File: config.mk
export PLATFORM = sky130hd
export DESIGN_NAME = clkspec_mulacc16_16_flat
export DESIGN_NICKNAME = d
export VERILOG_FILES = /design/src/rtl/clkspec_pkg.sv /design/src/rtl/clkspec_mulacc16_16_if.sv /design/src/rtl/clkspec_mulacc_step.sv /design/src/rtl/clkspec_mulacc16_16.sv /design/src/flat_wrapper.sv
export SDC_FILE = /design/constraint.sdc
export NUM_CORES = 1
export LEC_CHECK = 0
export BUFFER_PORTS_ARGS = -buffer_cell sky130_fd_sc_hd__buf_4
export CAP_MARGIN = 20
export CORE_MARGIN = 2
export CORE_UTILIZATION = 45
export DETAILED_ROUTE_END_ITERATION = 12
export PLACE_DENSITY = 0.61
export SLEW_MARGIN = 20
export SYNTH_ARGS = -nofsm -noshare
export SYNTH_HDL_FRONTEND = slang
export SYNTH_SLANG_ARGS = --single-unit
export TNS_END_PERCENT = 100
File: constraint.sdc
create_clock -name clk -period 3.55 [get_ports clk]
set_input_delay 0.355 -clock clk [delete_from_list [all_inputs] [get_ports clk]]
set_output_delay 0.355 -clock clk [all_outputs]
set_load 0.05 [all_outputs]
File: src/rtl/clkspec_pkg.sv
// Shared types and constants for the 16x16 shift-add multiply-accumulate.
// kreg width tracks the default iteration count (ITER == WIDTH == 16).
package clkspec_pkg;

  typedef enum logic [1:0] {
    S_IDLE = 2'b00,
    S_CALC = 2'b01,
    S_DONE = 2'b10
  } state_t;

  localparam int WIDTH_DEF = 16;
  localparam int ITER_DEF  = WIDTH_DEF;
  localparam int CW        = $clog2(ITER_DEF);

endpackage

File: src/rtl/clkspec_mulacc16_16_if.sv
// Operand/result handshake bundle between the divider back end and the
// reconstruct stage: q/dv/rm in with valid/ready, dd/rm_err out with valid/ready.
interface clkspec_mulacc16_16_if #(
  parameter int WIDTH = 16
) ();

  logic [WIDTH-1:0]   q;
  logic [WIDTH-1:0]   dv;
  logic [WIDTH-1:0]   rm;
  logic               in_valid;
  logic               in_ready;
  logic [2*WIDTH-1:0] dd;
  logic               rm_err;
  logic               out_valid;
  logic               out_ready;

  modport master (
    output q, dv, rm, in_valid, out_ready,
    input  in_ready, dd, rm_err, out_valid
  );

  modport slave (
    input  q, dv, rm, in_valid, out_ready,
    output in_ready, dd, rm_err, out_valid
  );

endinterface

File: src/rtl/clkspec_mulacc_step.sv
// One combinational shift-add step: conditionally add the shifted multiplicand,
// then shift it left for the next multiplier bit.
module clkspec_mulacc_step #(
  parameter int W2 = 32
) (
  input  logic [W2-1:0] acc,
  input  logic [W2-1:0] areg,
  input  logic          mbit,
  output logic [W2-1:0] acc_nxt,
  output logic [W2-1:0] areg_nxt
);

  // No carry-out is possible: q*dv+rm tops out at 2^(2W)-2^W.
  assign acc_nxt  = mbit ? (acc + areg) : acc;
  assign areg_nxt = areg << 1;

endmodule

File: src/rtl/clkspec_mulacc16_16.sv
// Sequential q*dv+rm over ITER shift-add cycles; one operation in flight,
// result held in DONE until out_ready, no input accepted outside IDLE.
module clkspec_mulacc16_16
  import clkspec_pkg::*;
#(
  parameter int WIDTH = 16,
  parameter int ITER  = WIDTH
) (
  input  logic                   clk,
  input  logic                   reset,
  clkspec_mulacc16_16_if.slave   bus
);

  localparam int W2 = 2 * WIDTH;

  state_t          state;
  state_t          state_nxt;
  logic [WIDTH-1:0] mreg;
  logic [W2-1:0]   areg;
  logic [W2-1:0]   acc;
  logic [W2-1:0]   acc_step;
  logic [W2-1:0]   areg_step;
  logic [CW-1:0]   kreg;
  logic            rm_err_r;
  logic [W2-1:0]   dd_r;
  logic            rm_err_q;

  clkspec_mulacc_step #(
    .W2 (W2)
  ) u_step (
    .acc      (acc),
    .areg     (areg),
    .mbit     (mreg[0]),
    .acc_nxt  (acc_step),
    .areg_nxt (areg_step)
  );

  always_ff @(posedge clk) begin
    if (reset) state <= S_IDLE;
    else       state <= state_nxt;
  end

  always_comb begin
    state_nxt     = state;
    bus.in_ready  = 1'b0;
    bus.out_valid = 1'b0;
    case (state)
      S_IDLE: begin
        bus.in_ready = 1'b1;
        if (bus.in_valid) state_nxt = S_CALC;
      end
      S_CALC: begin
        if (kreg == '0) state_nxt = S_DONE;
      end
      S_DONE: begin
        bus.out_valid = 1'b1;
        if (bus.out_ready) state_nxt = S_IDLE;
      end
      default: state_nxt = S_IDLE;
    endcase
  end

  always_ff @(posedge clk) begin
    if (reset) begin
      mreg     <= '0;
      areg     <= '0;
      acc      <= '0;
      kreg     <= '0;
      rm_err_r <= 1'b0;
      dd_r     <= '0;
      rm_err_q <= 1'b0;
    end else begin
      case (state)
        S_IDLE: begin
          if (bus.in_valid) begin
            mreg     <= bus.q;
            areg     <= {{WIDTH{1'b0}}, bus.dv};
            acc      <= {{WIDTH{1'b0}}, bus.rm};
            kreg     <= CW'(ITER - 1);
            rm_err_r <= (bus.dv != '0) && (bus.rm >= bus.dv);
          end
        end
        S_CALC: begin
          acc  <= acc_step;
          areg <= areg_step;
          mreg <= mreg >> 1;
          kreg <= kreg - CW'(1);
          // Capture on the final add so dd/rm_err stay frozen through DONE and after.
          if (kreg == '0) begin
            dd_r     <= acc_step;
            rm_err_q <= rm_err_r;
          end
        end
        default: ;
      endcase
    end
  end

  assign bus.dd     = dd_r;
  assign bus.rm_err = rm_err_q;

endmodule

File: src/flat_wrapper.sv
// flat-port wrapper written by rule: the top's interface ports become plain ports
module clkspec_mulacc16_16_flat import clkspec_pkg::*;
#(
  parameter int WIDTH = 16,
  parameter int ITER  = WIDTH
)
  (clk, reset, bus_q, bus_dv, bus_rm, bus_in_valid, bus_out_ready, bus_in_ready, bus_dd, bus_rm_err, bus_out_valid);
  clkspec_mulacc16_16_if #(.WIDTH(WIDTH)) bus_i ();
  input  logic clk;
  input  logic reset;
  input wire logic [$bits(bus_i.q)-1:0] bus_q;
  input wire logic [$bits(bus_i.dv)-1:0] bus_dv;
  input wire logic [$bits(bus_i.rm)-1:0] bus_rm;
  input wire logic [$bits(bus_i.in_valid)-1:0] bus_in_valid;
  input wire logic [$bits(bus_i.out_ready)-1:0] bus_out_ready;
  output wire logic [$bits(bus_i.in_ready)-1:0] bus_in_ready;
  output wire logic [$bits(bus_i.dd)-1:0] bus_dd;
  output wire logic [$bits(bus_i.rm_err)-1:0] bus_rm_err;
  output wire logic [$bits(bus_i.out_valid)-1:0] bus_out_valid;
  assign bus_i.q = bus_q;
  assign bus_i.dv = bus_dv;
  assign bus_i.rm = bus_rm;
  assign bus_i.in_valid = bus_in_valid;
  assign bus_i.out_ready = bus_out_ready;
  assign bus_in_ready = bus_i.in_ready;
  assign bus_dd = bus_i.dd;
  assign bus_rm_err = bus_i.rm_err;
  assign bus_out_valid = bus_i.out_valid;
  clkspec_mulacc16_16 #(.WIDTH(WIDTH), .ITER(ITER)) u_core (.clk(clk), .reset(reset), .bus(bus_i));
endmodule
==> summary.txt <==
status - complete, no violations
CP most frequent cell - a211oi_1
cells along the critical path - ha_1, fa_1, a21oi_1, o22ai_1, o31ai_2, a211oi_1, a211oi_2, o21ai_1, xor2_1, mux2i_1, a211oi_1
synthesized area - 6830 sq um
Worst Hold Class - in -> reg
number of gates resized after CTS - 0
global-route wire length before repair - 30.5 mm
I/O pin count - 87
Leak - 3.41 nW
Final #Nets - 993
Synth Register Bits - 120
die extent in y - 127 um
top cells by area, synth - dfxtp_1 35%, ha_1 8.8%, a21oi_1 7.6%, nand2_1 5.7%, a22oi_1 5.6%
M1 wire length - 8.35 mm
area taken by multi-input logic gates - 4010 sq um
Finished Cell Area - 8120 sq um
Root Buffer - clkbuf_16
MaxCap Viol Count - 0
top-count cell post-synth - dfxtp_1
largest net degree at the start of global routing - 83
synth cell count leaders - 120 x dfxtp_1, 104 x nand2_1, 103 x a21oi_1
Post-synth EDFFs - 0
CP arrival - 3.27 ns
Max Clk Rate - 341 MHz
Core Util, Final - 54.0%
ys flop type - dfxtp_1
setup_tns - 0 ns
Hold Path End - u_core.state[1]
Setup Skew - 0.00789 ns
Synth Instances - 830
hold depth - 3
syn_area_per_cell - 8.22 sq um
Synth top area share - 35.2%
Core Region - 15,000 sq um
Top delay family on crit path - compound AO/OA/AOI/OAI gates
Max-slew headroom - 30.8%
final setup vio count - 0
Total GRT Usage - 23.3%
initial antenna violation count - 0
Placed Area - 7500 sq um
CTS tree - yes
Async SR Flop Fraction - 0%
ANT cells - 0
slowest CP cell - fa_1
fin crit share - 82.7%
Area growth syn-to-layout - 18.9%
Worst path max stage delay - 0.41 ns
Post-Route WL - 18.4 mm
met2 WL post-DR - 8.93 mm
final RePlAce weighted congestion - 0.915
full die area - 16,200 sq um
post-DR wirelength/cell - 16.9 um
post-layout min period - 2.93 ns
Synth area leader - dfxtp_1
row count - 45
CP bufs+invs - 0
r2r startpoint - u_core.acc[0]
Tightest Pin Transition - 1.04 ns
Reg2Reg Depth - 11
CP Max Fanout - 3
DR iter-0 viols - 379
met3 WL - 820 um
Clock Tree Buf Depth - 2
worst setup margin - 0.615 ns
Initial Util - 45.4%
CTS sink count - 120
RSZ-0062 raised after global routing - no
Syn. warnings - 0
CP Class - reg -> reg
max-slew violation count - 0
Max IR drop VDD - 0.355 mV
pwr/cell area - 510 nW/um^2
Pre-Repair DR Iteration Count - 5
reg-to-reg slack, setup - 0.62 ns
Worst setup EP type - register
CTS Hold Bufs - 0
CTS Buf Count - 17
Hold Violations, Final - 0
Top Metal Used - met4
# DRC - 0
Die Wd - 127 um
Worst EP required - 3.88 ns
Via density - 5.84
sequential area share after synthesis - 35.2%
setup bufs post-CTS - 0
HP Start - bus_out_ready
clock-pin slew on the worst setup and hold paths - 0.06 ns
Post-DRT Antenna Nets - 0
htree depth - 4
detailed placement HPWL - 12.6 mm
Critical Path Start Type - register
r2r endpoint - u_core.bus.dd[18]
Cell variety after synth - 65
fillers - 1,442
Mapped Nets - 931
Clk Latency, worst-skew pair - 0.42 ns
vias in the first global route - 6,179
Power, Total - 4.14 mW
Register Area - 2400 sq um
Place WS - 0.652 ns
overall overflow remaining after global route - 0
layout cells sized above 1 - 17.0%
total number of vias - 6,383
port bufs - 86
[state kept, by name, indices dropped and copies added, names as in the netlist]
name / cells
u_core.state: 2
u_core.kreg: 4
u_core.acc: 32
u_core.bus.dd: 32
u_core.rm_err_r: 1
u_core.mreg: 16
u_core.areg: 32
u_core.bus.rm_err: 1
[cell usage in the layout, fill, tap and decap left out, types with 8 or more instances in the layout]
master	synthesis	routed
nand3_1	30	30
a211oi_1	32	32
a22oi_1	51	51
inv_1	30	30
a31oi_1	9	9
a221oi_1	8	8
o21ai_0	11	11
a21oi_1	103	103
mux2i_1	17	17
ha_1	48	48
dfxtp_1	120	120
clkbuf_16	0	17
xor2_1	13	13
buf_4	1	98
xnor2_1	16	16
nand2_1	104	104
a21o_1	17	17
nor2_1	73	72
[through the flow]
stage / instances / hold slack [ns]
after floorplan: 830 / 0.429
after global placement: 1061 / 0.443
after detailed placement: 1061 / 0.453
after CTS: 1093 / 0.174
after global routing: 1093 / 0.182
final: 1093 / 0.189
[worst max path at each step]
| stage | from | to | cells after the start |
|---|---|---|---|
| 5_1_grt | u_core.acc[0] | u_core.bus.dd[20] | 11 |
| 4_1_cts | u_core.acc[0] | u_core.bus.dd[18] | 11 |
| 2_1_floorplan | u_core.acc[0] | u_core.bus.dd[18] | 11 |
| 6_report | u_core.acc[0] | u_core.bus.dd[18] | 11 |
| 3_3_place_gp | u_core.acc[0] | u_core.bus.dd[18] | 11 |
| 3_5_place_dp | u_core.acc[0] | u_core.bus.dd[18] | 11 |
[metal layers]
metal	global-route usage, %	vias to the layer above
met4	7.43	0
met3	5.07	25
met1	29.5	3067
met5	0	-
li1	-	3134
met2	39.6	157
[cell type report]
cell class / instances / area share, %
clock buffers: 17 / 5.24
multi-input cells: 624 / 49.4
inverters: 31 / 1.43
clock inverters: 15 / 2.37
well taps: 188 / 2.90
flip-flops and latches: 120 / 29.6
repair buffers: 98 / 9.06
[report_power, final]
group	switching, mW	total [mW]	internal (mW)
Clock	0.690	1.81	1.12
Sequential	0.0703	1.51	1.44
Combinational	0.531	0.817	0.286
Total	1.29	4.14	2.85
[worst register-to-register path: cells and delay by family (launching register included)]
kind                       cells  cell delay [ns]
muxes                          1             0.10
adders and majority gates      2             0.65
xor gates and xnor gates       1             0.17
AOI/OAI and AO/OA              7             1.59
DFF                            1             0.34
[logic make-up after synthesis]
kind of cell,Yosys count,share of synthesized area [%]
and+or+nand+nor,251,16.1
AOI/OAI and AO/OA,277,27.0
DFF,120,35.2
buffers and inverters,86,6.23
xor gates and xnor gates,29,3.72
adders and majority gates,49,9.09
muxes,18,2.66
No activity file was read; power rests on OpenSTA's default activity.
